`config.mk`:
```
export PLATFORM = sky130hd
export DESIGN_NAME = taddr_queue
export DESIGN_NICKNAME = d
export VERILOG_FILES = /design/src/rtl/taddr_queue_pkg.sv /design/src/rtl/taddr_queue_mem.sv /design/src/rtl/taddr_queue.sv
export SDC_FILE = /design/constraint.sdc
export NUM_CORES = 1
export LEC_CHECK = 0
export BUFFER_PORTS_ARGS = -buffer_cell sky130_fd_sc_hd__buf_2
export CAP_MARGIN = 40
export CORE_MARGIN = 1.5
export CORE_UTILIZATION = 50
export DETAILED_ROUTE_END_ITERATION = 16
export GPL_TIMING_DRIVEN = 0
export PLACE_DENSITY = 0.74
export SLEW_MARGIN = 20
export SYNTH_ARGS = -nofsm -noshare
export SYNTH_HDL_FRONTEND = slang
export SYNTH_HIERARCHICAL = 1
export SYNTH_SLANG_ARGS = --single-unit
export TNS_END_PERCENT = 10
```
`constraint.sdc`:
```
create_clock -name clk_i -period 2.3 [get_ports clk_i]
set_input_delay 0.46 -clock clk_i [delete_from_list [all_inputs] [get_ports clk_i]]
set_output_delay 0.46 -clock clk_i [all_outputs]
set_load 0.01 [all_outputs]
```
`src/rtl/taddr_queue_pkg.sv`:
```
// Shared definitions for the translated-address queue.
// The width and depth macros are supplied here when no project-wide definition exists.
`ifndef T_ADDR_SIZE
`define T_ADDR_SIZE 16
`endif
`ifndef TQ_DEPTH
`define TQ_DEPTH 4
`endif

package taddr_queue_pkg;

  // {push, pop} packed together; selects the occupancy update for the cycle.
  typedef enum logic [1:0] {
    Q_IDLE = 2'b00,
    Q_POP  = 2'b01,
    Q_PUSH = 2'b10,
    Q_BOTH = 2'b11
  } q_op_e;

endpackage

```
`src/rtl/taddr_queue_mem.sv`:
```
// Depth x width register array: one clocked write port (no reset) and one
// asynchronous read port feeding the first-word-fall-through head.
module taddr_queue_mem #(
  parameter int Width = 16,
  parameter int Depth = 4,
  parameter int PtrW  = $clog2(Depth)
) (
  input  logic             clk_i,
  input  logic             we_i,
  input  logic [PtrW-1:0]  waddr_i,
  input  logic [Width-1:0] wdata_i,
  input  logic [PtrW-1:0]  raddr_i,
  output logic [Width-1:0] rdata_o
);

  logic [Width-1:0] r_mem [Depth];

  always_ff @(posedge clk_i) begin
    if (we_i) begin
      r_mem[waddr_i] <= wdata_i;
    end
  end

  assign rdata_o = r_mem[raddr_i];

endmodule

```
`src/rtl/taddr_queue.sv`:
```
// FIFO between the address translator (no backpressure) and the memory-request
// side: absorbs bursts, drops on overflow, and tracks drops with a sticky flag.
module taddr_queue
  import taddr_queue_pkg::*;
#(
  parameter int TransAddrSize = `T_ADDR_SIZE,
  parameter int Depth         = `TQ_DEPTH,
  parameter int CntSize       = $clog2(Depth) + 1,
  parameter int DropSize      = 8
) (
  input  logic                     clk_i,
  input  logic                     rst_i,
  input  logic [TransAddrSize-1:0] taddr_i,
  input  logic                     rdy_i,
  output logic [TransAddrSize-1:0] req_addr_o,
  output logic                     req_valid_o,
  input  logic                     req_ready_i,
  output logic [CntSize-1:0]       count_o,
  output logic                     full_o,
  output logic                     empty_o,
  output logic                     ovf_o,
  input  logic                     clr_ovf_i,
  output logic [DropSize-1:0]      drop_cnt_o
);

  localparam int                  PtrW    = $clog2(Depth);
  localparam logic [CntSize-1:0]  FullCnt = CntSize'(Depth);
  localparam logic [DropSize-1:0] DropMax = '1;

  function automatic logic [DropSize-1:0] sat_inc(input logic [DropSize-1:0] v);
    return (v == DropMax) ? v : v + DropSize'(1);
  endfunction

  logic [PtrW-1:0]          r_wr_ptr;
  logic [PtrW-1:0]          r_rd_ptr;
  logic [CntSize-1:0]       r_count;
  logic                     r_ovf;
  logic [DropSize-1:0]      r_drop_cnt;
  logic                     w_pop;
  logic                     w_push;
  logic                     w_drop;
  logic [TransAddrSize-1:0] w_head;
  q_op_e                    w_op;

  assign full_o      = (r_count == FullCnt);
  assign empty_o     = (r_count == '0);
  assign req_valid_o = !empty_o;
  assign count_o     = r_count;
  assign ovf_o       = r_ovf;
  assign drop_cnt_o  = r_drop_cnt;

  // A pop frees a slot in the same cycle, so a full queue still accepts a push.
  assign w_pop  = req_valid_o & req_ready_i;
  assign w_push = rdy_i & (!full_o | w_pop);
  assign w_drop = rdy_i & full_o & !w_pop;
  assign w_op   = q_op_e'({w_push, w_pop});

  taddr_queue_mem #(
    .Width (TransAddrSize),
    .Depth (Depth),
    .PtrW  (PtrW)
  ) u_mem (
    .clk_i   (clk_i),
    .we_i    (w_push),
    .waddr_i (r_wr_ptr),
    .wdata_i (taddr_i),
    .raddr_i (r_rd_ptr),
    .rdata_o (w_head)
  );

  assign req_addr_o = empty_o ? '0 : w_head;

  always_ff @(posedge clk_i or negedge rst_i) begin
    if (!rst_i) begin
      r_wr_ptr <= '0;
      r_rd_ptr <= '0;
      r_count  <= '0;
    end else begin
      if (w_push) r_wr_ptr <= r_wr_ptr + PtrW'(1);
      if (w_pop)  r_rd_ptr <= r_rd_ptr + PtrW'(1);
      case (w_op)
        Q_PUSH:  r_count <= r_count + CntSize'(1);
        Q_POP:   r_count <= r_count - CntSize'(1);
        default: r_count <= r_count;
      endcase
    end
  end

  // Clear has priority over a drop landing in the same cycle.
  always_ff @(posedge clk_i or negedge rst_i) begin
    if (!rst_i) begin
      r_ovf      <= 1'b0;
      r_drop_cnt <= '0;
    end else if (clr_ovf_i) begin
      r_ovf      <= 1'b0;
      r_drop_cnt <= '0;
    end else if (w_drop) begin
      r_ovf      <= 1'b1;
      r_drop_cnt <= sat_inc(r_drop_cnt);
    end
  end

endmodule

```
* Yosys cells after proc, flatten, opt, wreduce, memory -nomap -nowiden *
Memories as Yosys holds them, arrays and structs flattened.
Cells that the tools add are included.
W data, S select, Z words.

word-level totals
  memory bits (writable) = 64
  input port bits = 21
  memories = 1
  bits in registers = 16
  output and inout bits = 31

memory list
  name         words  bits a word  read ports  clocked after Yosys merged registers in  wr ports  line                   source
  u_mem.r_mem  4      16           1           0                                        1         taddr_queue_mem.sv:16  logic [Width-1:0] r_mem [Depth];

operators by class
  muxes and demuxes = 9
  equality and inequality tests = 5
  reduce and logical (&&, ||, !) cells = 7
  add/sub/neg operators = 5
  bitwise gates (word level) = 5

operators by type and width
  cell                   count
  $mux W8                3
  $mux W16               1
  $add A8 B1 Y8 const B  1
  $eq A8 B8 Y1 const B   1
  $pmux W3 S2            1
  $add A2 B1 Y2 const B  2
  $and A1 B1 Y1          4
  $mux W1                4
  $reduce_bool A2 Y1     2
  $add A3 B1 Y3 const B  1
  $eq A3 B3 Y1 const B   1
  $logic_not A1 Y1       3
  $logic_not A3 Y1       1
  $sub A3 B1 Y3 const B  1
  $eq A2 B1 Y1 const B   1
  $eq A2 B2 Y1 const B   1
  $ne A2 B2 Y1 const B   1
  $reduce_and A2 Y1      1
  $or A1 B1 Y1           1

* Logic depth before layout (Yosys ltp) *
Gate-level depths: netlist of run 1.

  depth after elaboration = 7
  mapped depth = 7
  gate-level depth less buffers = 6

* Cells and area by module *
The synthesis of run 1 kept the hierarchy.

modules (own cells, without submodules)
  module           area each (um^2)  instances  cells an instance
  taddr_queue_mem  2377.3            1          88
  taddr_queue      985.9             1          106

* Worst setup path after synthesis of run 1 *
Ideal clock, no wire load.

  path kind = register -> register
  from = register r_count[2], in the netlist count_o[2]
  to = memory u_mem.r_mem[0][0] (enable)
  slack = -295 ps
  path buffers = 0
  cell stages (with the launch flop) = 4
  data arrival time = 2182 ps
  path through = dfrtp_1 -> or3b_4 -> o21a_1 -> nor3b_1

on the way
  longest elaborated chain between the ends = 7
  elaborated cells on any way between the ends = 9
  those cells by class = eq/ne (1); mux (2); bitwise (3); reduce/logical (3)

RTL lines
  item                             line                   source
  start: declaration               taddr_queue.sv:36      logic [CntSize-1:0] r_count;
  start signal: assignment         taddr_queue.sv:82      Q_PUSH: r_count <= r_count + CntSize'(1);
  start signal: assignment         taddr_queue.sv:83      Q_POP: r_count <= r_count - CntSize'(1);
  start signal: assignment         taddr_queue.sv:84      default: r_count <= r_count;
  $logic_not A3 Y1                 taddr_queue.sv:46      assign empty_o = (r_count == '0);
  $logic_not A1 Y1                 taddr_queue.sv:47      assign req_valid_o = !empty_o;
  $and A1 B1 Y1                    taddr_queue.sv:53      assign w_pop = req_valid_o & req_ready_i;
  $or A1 B1 Y1 *                   taddr_queue.sv:54      assign w_push = rdy_i & (!full_o | w_pop);
  $and A1 B1 Y1 *                  taddr_queue.sv:54
  via w_push                       taddr_queue.sv:40      logic w_push;
  $mux W1 *                        taddr_queue_mem.sv:19  if (we_i) begin
  $mux W1 (implied by the code) *  taddr_queue_mem.sv:20  r_mem[waddr_i] <= wdata_i;
  end: declaration                 taddr_queue_mem.sv:16

The timed path passes the listed nets; every way through them passes the cells marked *.

* Worst setup path in the final report of run 1 *
  from = register r_rd_ptr[0]
  to = output port req_addr_o[2]

on the way
  longest elaborated chain between the ends = 2

RTL lines
  item                      line               source
  start: declaration        taddr_queue.sv:35  logic [PtrW-1:0] r_rd_ptr;
  start signal: assignment  taddr_queue.sv:80  if (w_pop) r_rd_ptr <= r_rd_ptr + PtrW'(1);
  $mem_v2 Z4 W16            n/a
  via w_head[2]             taddr_queue.sv:42  logic [TransAddrSize-1:0] w_head;
  $mux W16                  taddr_queue.sv:71  assign req_addr_o = empty_o ? '0 : w_head;
  end: declaration          taddr_queue.sv:15  output logic [TransAddrSize-1:0] req_addr_o,

The timed path passes the listed nets, and every way through them passes these cells.

==> impl_metrics.ini, run 1 <==
[sta]
tightest_slew_ns = 0.556
holdWs_ns = 0.0209
period_minus_slack_ns = 2.31
min_period_over_period_pct = 100
fmax_ghz = 0.433
slew_headroom_pct = 62.9
finalSetupViolations = 1
rsz0062_at_grt = yes
final.setup.worst_slack_ns = -0.00998
finalHoldViolCount = 0
skew_ns = 0.00752
maxSlewViolCount = 0

[route]
via_per_inst = 5.49
drc = 4
wl_per_cell_um = 17.6
vias = 1916
wl_mm = 6.13
firstDrtPassIters = 10
antenna_left = 0
drtIter0Drc = 151

[synthesis]
ys_ff_latch = 80
synth_warnings = 6
ys_types = 42
synthCells = 194
synth_seq_area_share_pct = 69.0
syn-num-nets = 217
syn_area_um2 = 3360
synth-edff-count = 64
ys_async_sr_fraction_pct = 20.0
ys.flop_type = edfxtp_1
syn_avg_cell_area_um2 = 17.3

[floorplanning]
die_w_um = 85.0
io_pins = 52
dieArea_um2 = 7230
initial_core_util_pct = 52.4
rows = 29
die_h_um = 85.0
core_area_um2 = 6420

[setup_path]
max_stage_delay_ns = 0.53
critPathRequiredTime_ns = 1.84
critical_path.slowest_cell = mux4_1
cp-start-kind = flop
endpoint_kind = primary output
cp.arrival_ns = 1.85
cp_max_fo = 7
path_cells = buf_6, buf_4, mux4_1, and2_4, buf_2
crit_type = flop to primary output

[power]
power.leakage_nw = 1.62
max-vdd-ir-drop_mv = 0.749
cellPowerDensity_nw_per_um2 = 1260

[clock_tree]
cts-root-buf = clkbuf_8
ctsLongestPathBuffers = 2
hold_buffers = 0
cts_tree = built
cts.sinks = 80
cts_inserted_buffers = 9
clk_transition_reported_paths_ns = 0.08
clk_latency_ns = 0.34
htreeDepth = 3

[final_layout]
seq_area_um2 = 2320
utilization_pct = 64.7
nFillCells = 462
final_common_cell = edfxtp_1
area_growth_pct = 23.6
fin_nets = 290
diodes = 0
drive_gt1_share_pct = 42.6
final_cell_mix = edfxtp_1 (64), buf_2 (46), dfrtp_1 (14)
design_area_um2 = 4160
multi_input_area_um2 = 1000

[run_status]
status = finished, violations left
violations = design-rule violations, negative setup slack

[placement]
gp_congestion = 0.820
placed_cell_area_um2 = 3750
port_buffers = 50
detailed_place_hpwl_mm = 3.90

[grt]
grt_use_total_pct = 18.0
grt_pass1_vias = 1874
grt_pass1_wl_mm = 9.53
antenna_found_initial = 0
grt_max_degree = 17
grt_overflow_total = 0

[worst_hold_path]
hold_class = input pin to asynchronous set/reset pin

[job]
drv_cap = 0
-- synth_stat cells (2+ instances only) --
cell / instances / area share [%]
edfxtp_1: 64 / 57
and2_1: 17 / 3.2
dfrtp_1: 16 / 12
mux4_2: 10 / 6.7
nor2_1: 9 / 1.0
a21oi_1: 8 / 1.2
mux4_1: 6 / 4.7
o21ai_0: 6 / 0.89
nand2_1: 5 / 0.56
nand3_1: 5 / 0.74
xor2_1: 4 / 1.0
inv_1: 3 / 0.33
mux2i_1: 3 / 0.89
xnor2_1: 3 / 0.78
and3b_1: 2 / 0.52
buf_2: 2 / 0.30
clkbuf_1: 2 / 0.22
nand2b_1: 2 / 0.37
nor2b_1: 2 / 0.37
nor4_1: 2 / 0.37
or3_1: 2 / 0.37
-- where the power goes --
| part | internal, W | total, W | switching [W] |
|---|---|---|---|
| Sequential | 0.00188 | 0.00203 | 0.000145 |
| Combinational | 0.00118 | 0.00209 | 0.000902 |
| Clock | 0.000620 | 0.00113 | 0.000508 |
-- registers in the layout, indices dropped and copies added, names as in the netlist --
name,cells
r_rd_ptr,2
u_mem/r_mem,64
count_o,3
drop_cnt_o,8
ovf_o,1
r_wr_ptr,2
-- cells by family (layout without fill, tap and decap cells) --
family	count (synthesis)	after routing	share of synthesized area (%)
AO/OA/AOI/OAI	21	21	4.17
XOR/XNOR	7	7	1.82
adder cells (fa/ha/maj)	2	2	0.967
buffers and inverters	11	89	2.16
flip-flops	80	80	69.0
multiplexers	19	19	12.3
AND/OR/NAND/NOR	54	54	9.56
-- final cells by class --
type | count | area share (%)
plain buffers | 7 | 1.66
clock buffers | 10 | 3.07
clock inverters | 6 | 2.20
inverters | 4 | 0.482
multi-input cells | 103 | 24.1
flip-flops and latches | 80 | 55.9
well taps | 77 | 2.32
repair buffers | 62 | 10.3
-- path summary, 6_finish.rpt --
check / from / end / slack [ns] / depth (start not counted)
min in group clk_i: taddr_i[7] / u_mem/r_mem[2][7] / 0.32 / 1
worst min register to register: r_rd_ptr[1] / r_rd_ptr[1] / 0.50 / 1
worst max-delay path: r_rd_ptr[0] / req_addr_o[2] / -0.01 / 5
worst max register to register: count_o[2] / count_o[1] / 0.21 / 7
max in group asynchronous: rst_i / count_o[2] / 1.99 / 1
worst min-delay path: rst_i / drop_cnt_o[0] / 0.02 / 1
-- routing by layer --
layer | wire length [µm] | track usage [%] | part of all wire, % | vias to the layer above
li1 | - | - | - | 903
met1 | 2820 | 24.8 | 46 | 961
met2 | 3020 | 27.6 | 49 | 46
met3 | 213 | 4.57 | 3.5 | 6
met4 | 78 | 7.75 | 1.3 | 0
met5 | 0 | 0 | 0 | -
-- metrics by stage --
| stage | total power, W | setup WS (ns) | instances | setup TNS (ns) |
|---|---|---|---|---|
| 4_1_cts | 0.00491 | -0.0166 | 341 | -0.0278 |
| 3_5_place_dp | 0.00369 | -0.0202 | 323 | -0.0202 |
| 2_1_floorplan | 0.00311 | 0.185 | 194 | 0 |
| 5_1_grt | 0.00550 | -0.0644 | 349 | -0.479 |
| 3_3_place_gp | 0.00360 | -0.211 | 321 | -3.36 |
| 6_report | 0.00524 | -0.00998 | 349 | -0.00998 |
-- critical path, delay by kind of cell (launching register included) --
| family | cells | cell delay (ns) |
|---|---|---|
| multiplexers | 1 | 0.53 |
| flip-flops | 1 | 0.39 |
| AND/OR/NAND/NOR | 1 | 0.15 |
| buffers and inverters | 3 | 0.44 |
-- what timing repair did --
| item | 4_1_cts | 5_1_grt |
|---|---|---|
| pin swaps | 0 | 0 |
| resized for setup | 8 | 22 |
| buffers inserted | 2 | 5 |
| setup endpoints to repair | 17 | 17 |
| cloned | 0 | 1 |
Power figures use the tool's default switching activity.
==> run 2: changes to the inputs <==
--- a/config.mk
+++ b/config.mk
@@ -5,13 +5,14 @@
 export SDC_FILE = /design/constraint.sdc
 export NUM_CORES = 1
 export LEC_CHECK = 0
+export ABC_AREA = 1
 export BUFFER_PORTS_ARGS = -buffer_cell sky130_fd_sc_hd__buf_2
 export CAP_MARGIN = 40
 export CORE_MARGIN = 1.5
-export CORE_UTILIZATION = 50
+export CORE_UTILIZATION = 52
 export DETAILED_ROUTE_END_ITERATION = 16
 export GPL_TIMING_DRIVEN = 0
-export PLACE_DENSITY = 0.74
+export PLACE_DENSITY = 0.76
 export SLEW_MARGIN = 20
 export SYNTH_ARGS = -nofsm -noshare
 export SYNTH_HDL_FRONTEND = slang
==> impl_metrics.ini, run 2 <==
[setup_path]
max_stage_delay_ns = 0.44
critical_path.slowest_cell = dfrtp_1
cp-start-kind = flop
endpoint_kind = primary output
critPathRequiredTime_ns = 1.84
crit_type = flop to primary output
r2r_setup_slack_ns = 0.30
cp_max_fo = 10
path_cells = nor2_4, nand2_2, inv_2, clkbuf_4, nor2_1, buf_2
cp.arrival_ns = 1.72
r2r_cells = 7

[sta]
tightest_slew_ns = 0.719
maxSlewViolCount = 0
min_period_over_period_pct = 94.6
slew_headroom_pct = 51.8
fmax_ghz = 0.459
period_minus_slack_ns = 2.18
skew_ns = 0.00889
finalHoldViolCount = 0
finalSetupViolations = 0
holdWs_ns = 0.0187
rsz0062_at_grt = no

[final_layout]
top_register = u_mem/r_mem
fin_nets = 501
largest_reg_flops = 64
diodes = 0
drive_gt1_share_pct = 20.5
final_common_cell = nand2_1
nFillCells = 560
final_cell_mix = nand2_1 (111), inv_1 (101), edfxtp_1 (64)
area_growth_pct = 17.8

[placement]
port_buffers = 51
detailed_place_hpwl_mm = 5.10
gp_congestion = 0.820

[synthesis]
yosys-top-cells-area = edfxtp_1 (51%), nand2_1 (11%), dfrtp_1 (11%)
yosys.cell_count.top_type = nand2_1
ys_ff_latch = 80
synth_commonest_cells = nand2_1 (111), inv_1 (101), edfxtp_1 (64)
synthCells = 409
synth_top_area_share_pct = 50.6
synth_seq_area_share_pct = 61.2
syn-num-nets = 432
netlist.top_cell.by_area = edfxtp_1
ys.flop_type = edfxtp_1
syn_area_um2 = 3800
synth_warnings = 6
ys_async_sr_fraction_pct = 20.0
syn_avg_cell_area_um2 = 9.28
synth-edff-count = 64
ys_types = 27

[route]
wl_mm = 7.24
drc = 0
vias = 2723
drtIter0Drc = 226
firstDrtPassIters = 5
wl_per_cell_um = 12.5
via_per_inst = 4.70
antenna_left = 0

[job]
drv_cap = 0

[clock_tree]
clk_transition_reported_paths_ns = 0.07
ctsLongestPathBuffers = 2
clk_latency_ns = 0.34
cts_inserted_buffers = 9
htreeDepth = 3
cts_tree = built
cts.sinks = 80
cts-root-buf = clkbuf_8

[grt]
grt_pass1_vias = 2464
grt_max_degree = 17
grt_pass1_wl_mm = 11.4
grt_use_total_pct = 20.2
grt_overflow_total = 0
antenna_found_initial = 0

[floorplanning]
initial_core_util_pct = 54.7
io_pins = 52
rows = 30
die_w_um = 88.5
dieArea_um2 = 7820
die_h_um = 88.5
core_area_um2 = 6940

[power]
max-vdd-ir-drop_mv = 0.627
power.leakage_nw = 2.28
finalPower_w = 0.00525
cellPowerDensity_nw_per_um2 = 1170

[worst_hold_path]
hold_class = input pin to asynchronous set/reset pin

[run_status]
status = completed
[run 2: logic make-up (layout without fill, tap and decap cells)]
group	after synthesis	count (layout)	share of synthesized area [%]
compound gates	7	7	1.12
xor+xnor	5	5	1.15
fa+ha+maj	2	2	0.857
buf+inv	117	191	13.4
flops	80	80	61.2
simple gates	198	198	22.3
[run 2: worst max-delay path: cells and delay by family (launching register included)]
kind | cells | cell delay (ns)
buffers and inverters | 3 | 0.58
DFF | 1 | 0.44
and+or+nand+nor | 3 | 0.36
[run 2: layer usage]
| layer | part of all wire [%] | vias to the layer above | global-route usage [%] |
|---|---|---|---|
| met5 | 0 | - | 0 |
| met4 | 1.9 | 0 | 9.94 |
| met3 | 5.9 | 15 | 4.66 |
| met2 | 48 | 80 | 32.2 |
| met1 | 44 | 1231 | 26.2 |
| li1 | - | 1397 | - |
[run 2: path summary, 6_finish.rpt]
check	start	endpoint
min in group clk_i	clr_ovf_i	ovf_o
max	count_o[0]	req_addr_o[14]
min reg2reg	r_rd_ptr[1]	r_rd_ptr[1]
min	rst_i	count_o[2]
max reg2reg	count_o[0]	u_mem/r_mem[1][6]
max in group asynchronous	rst_i	drop_cnt_o[6]
[run 2: timing repair]
item | 4_1_cts | 5_1_grt
hold buffers | 0 | 0
endpoints found under the setup margin | 0 | 2
buffers inserted | 0 | 0
resized for setup | 0 | 2
[run 2: power by group]
group | total [W] | switching (W) | internal [W]
Sequential | 0.00197 | 0.000123 | 0.00185
Combinational | 0.00215 | 0.00134 | 0.000812
Clock | 0.00113 | 0.000457 | 0.000668
[run 2: layout make-up]
cell class | instances | area [µm²] | area share [%]
buffer | 12 | 114 | 2.55
sequential | 80 | 2320 | 51.9
clock buffer | 13 | 159 | 3.55
multi-input combinational | 212 | 987 | 22.1
timing repair buffer | 58 | 308 | 6.88
tap | 96 | 120 | 2.69
clock inverter | 3 | 63.8 | 1.43
inverter | 105 | 399 | 8.92
[run 2: stage by stage]
stage / std cells / worst slack (ns) / area (µm²) / util, % / setup TNS, ns
floorplan: 409 / -0.00249 / 3800 / - / -0.158
global placement: 556 / -0.893 / 4170 / 60.1 / -56.33
detailed placement: 563 / 0.103 / 4250 / 61.1 / 0
CTS: 579 / 0.0512 / 4470 / 64.3 / 0
global route: 579 / 0.0115 / 4470 / 64.4 / 0
finish: 579 / 0.123 / 4470 / 64.4 / 0
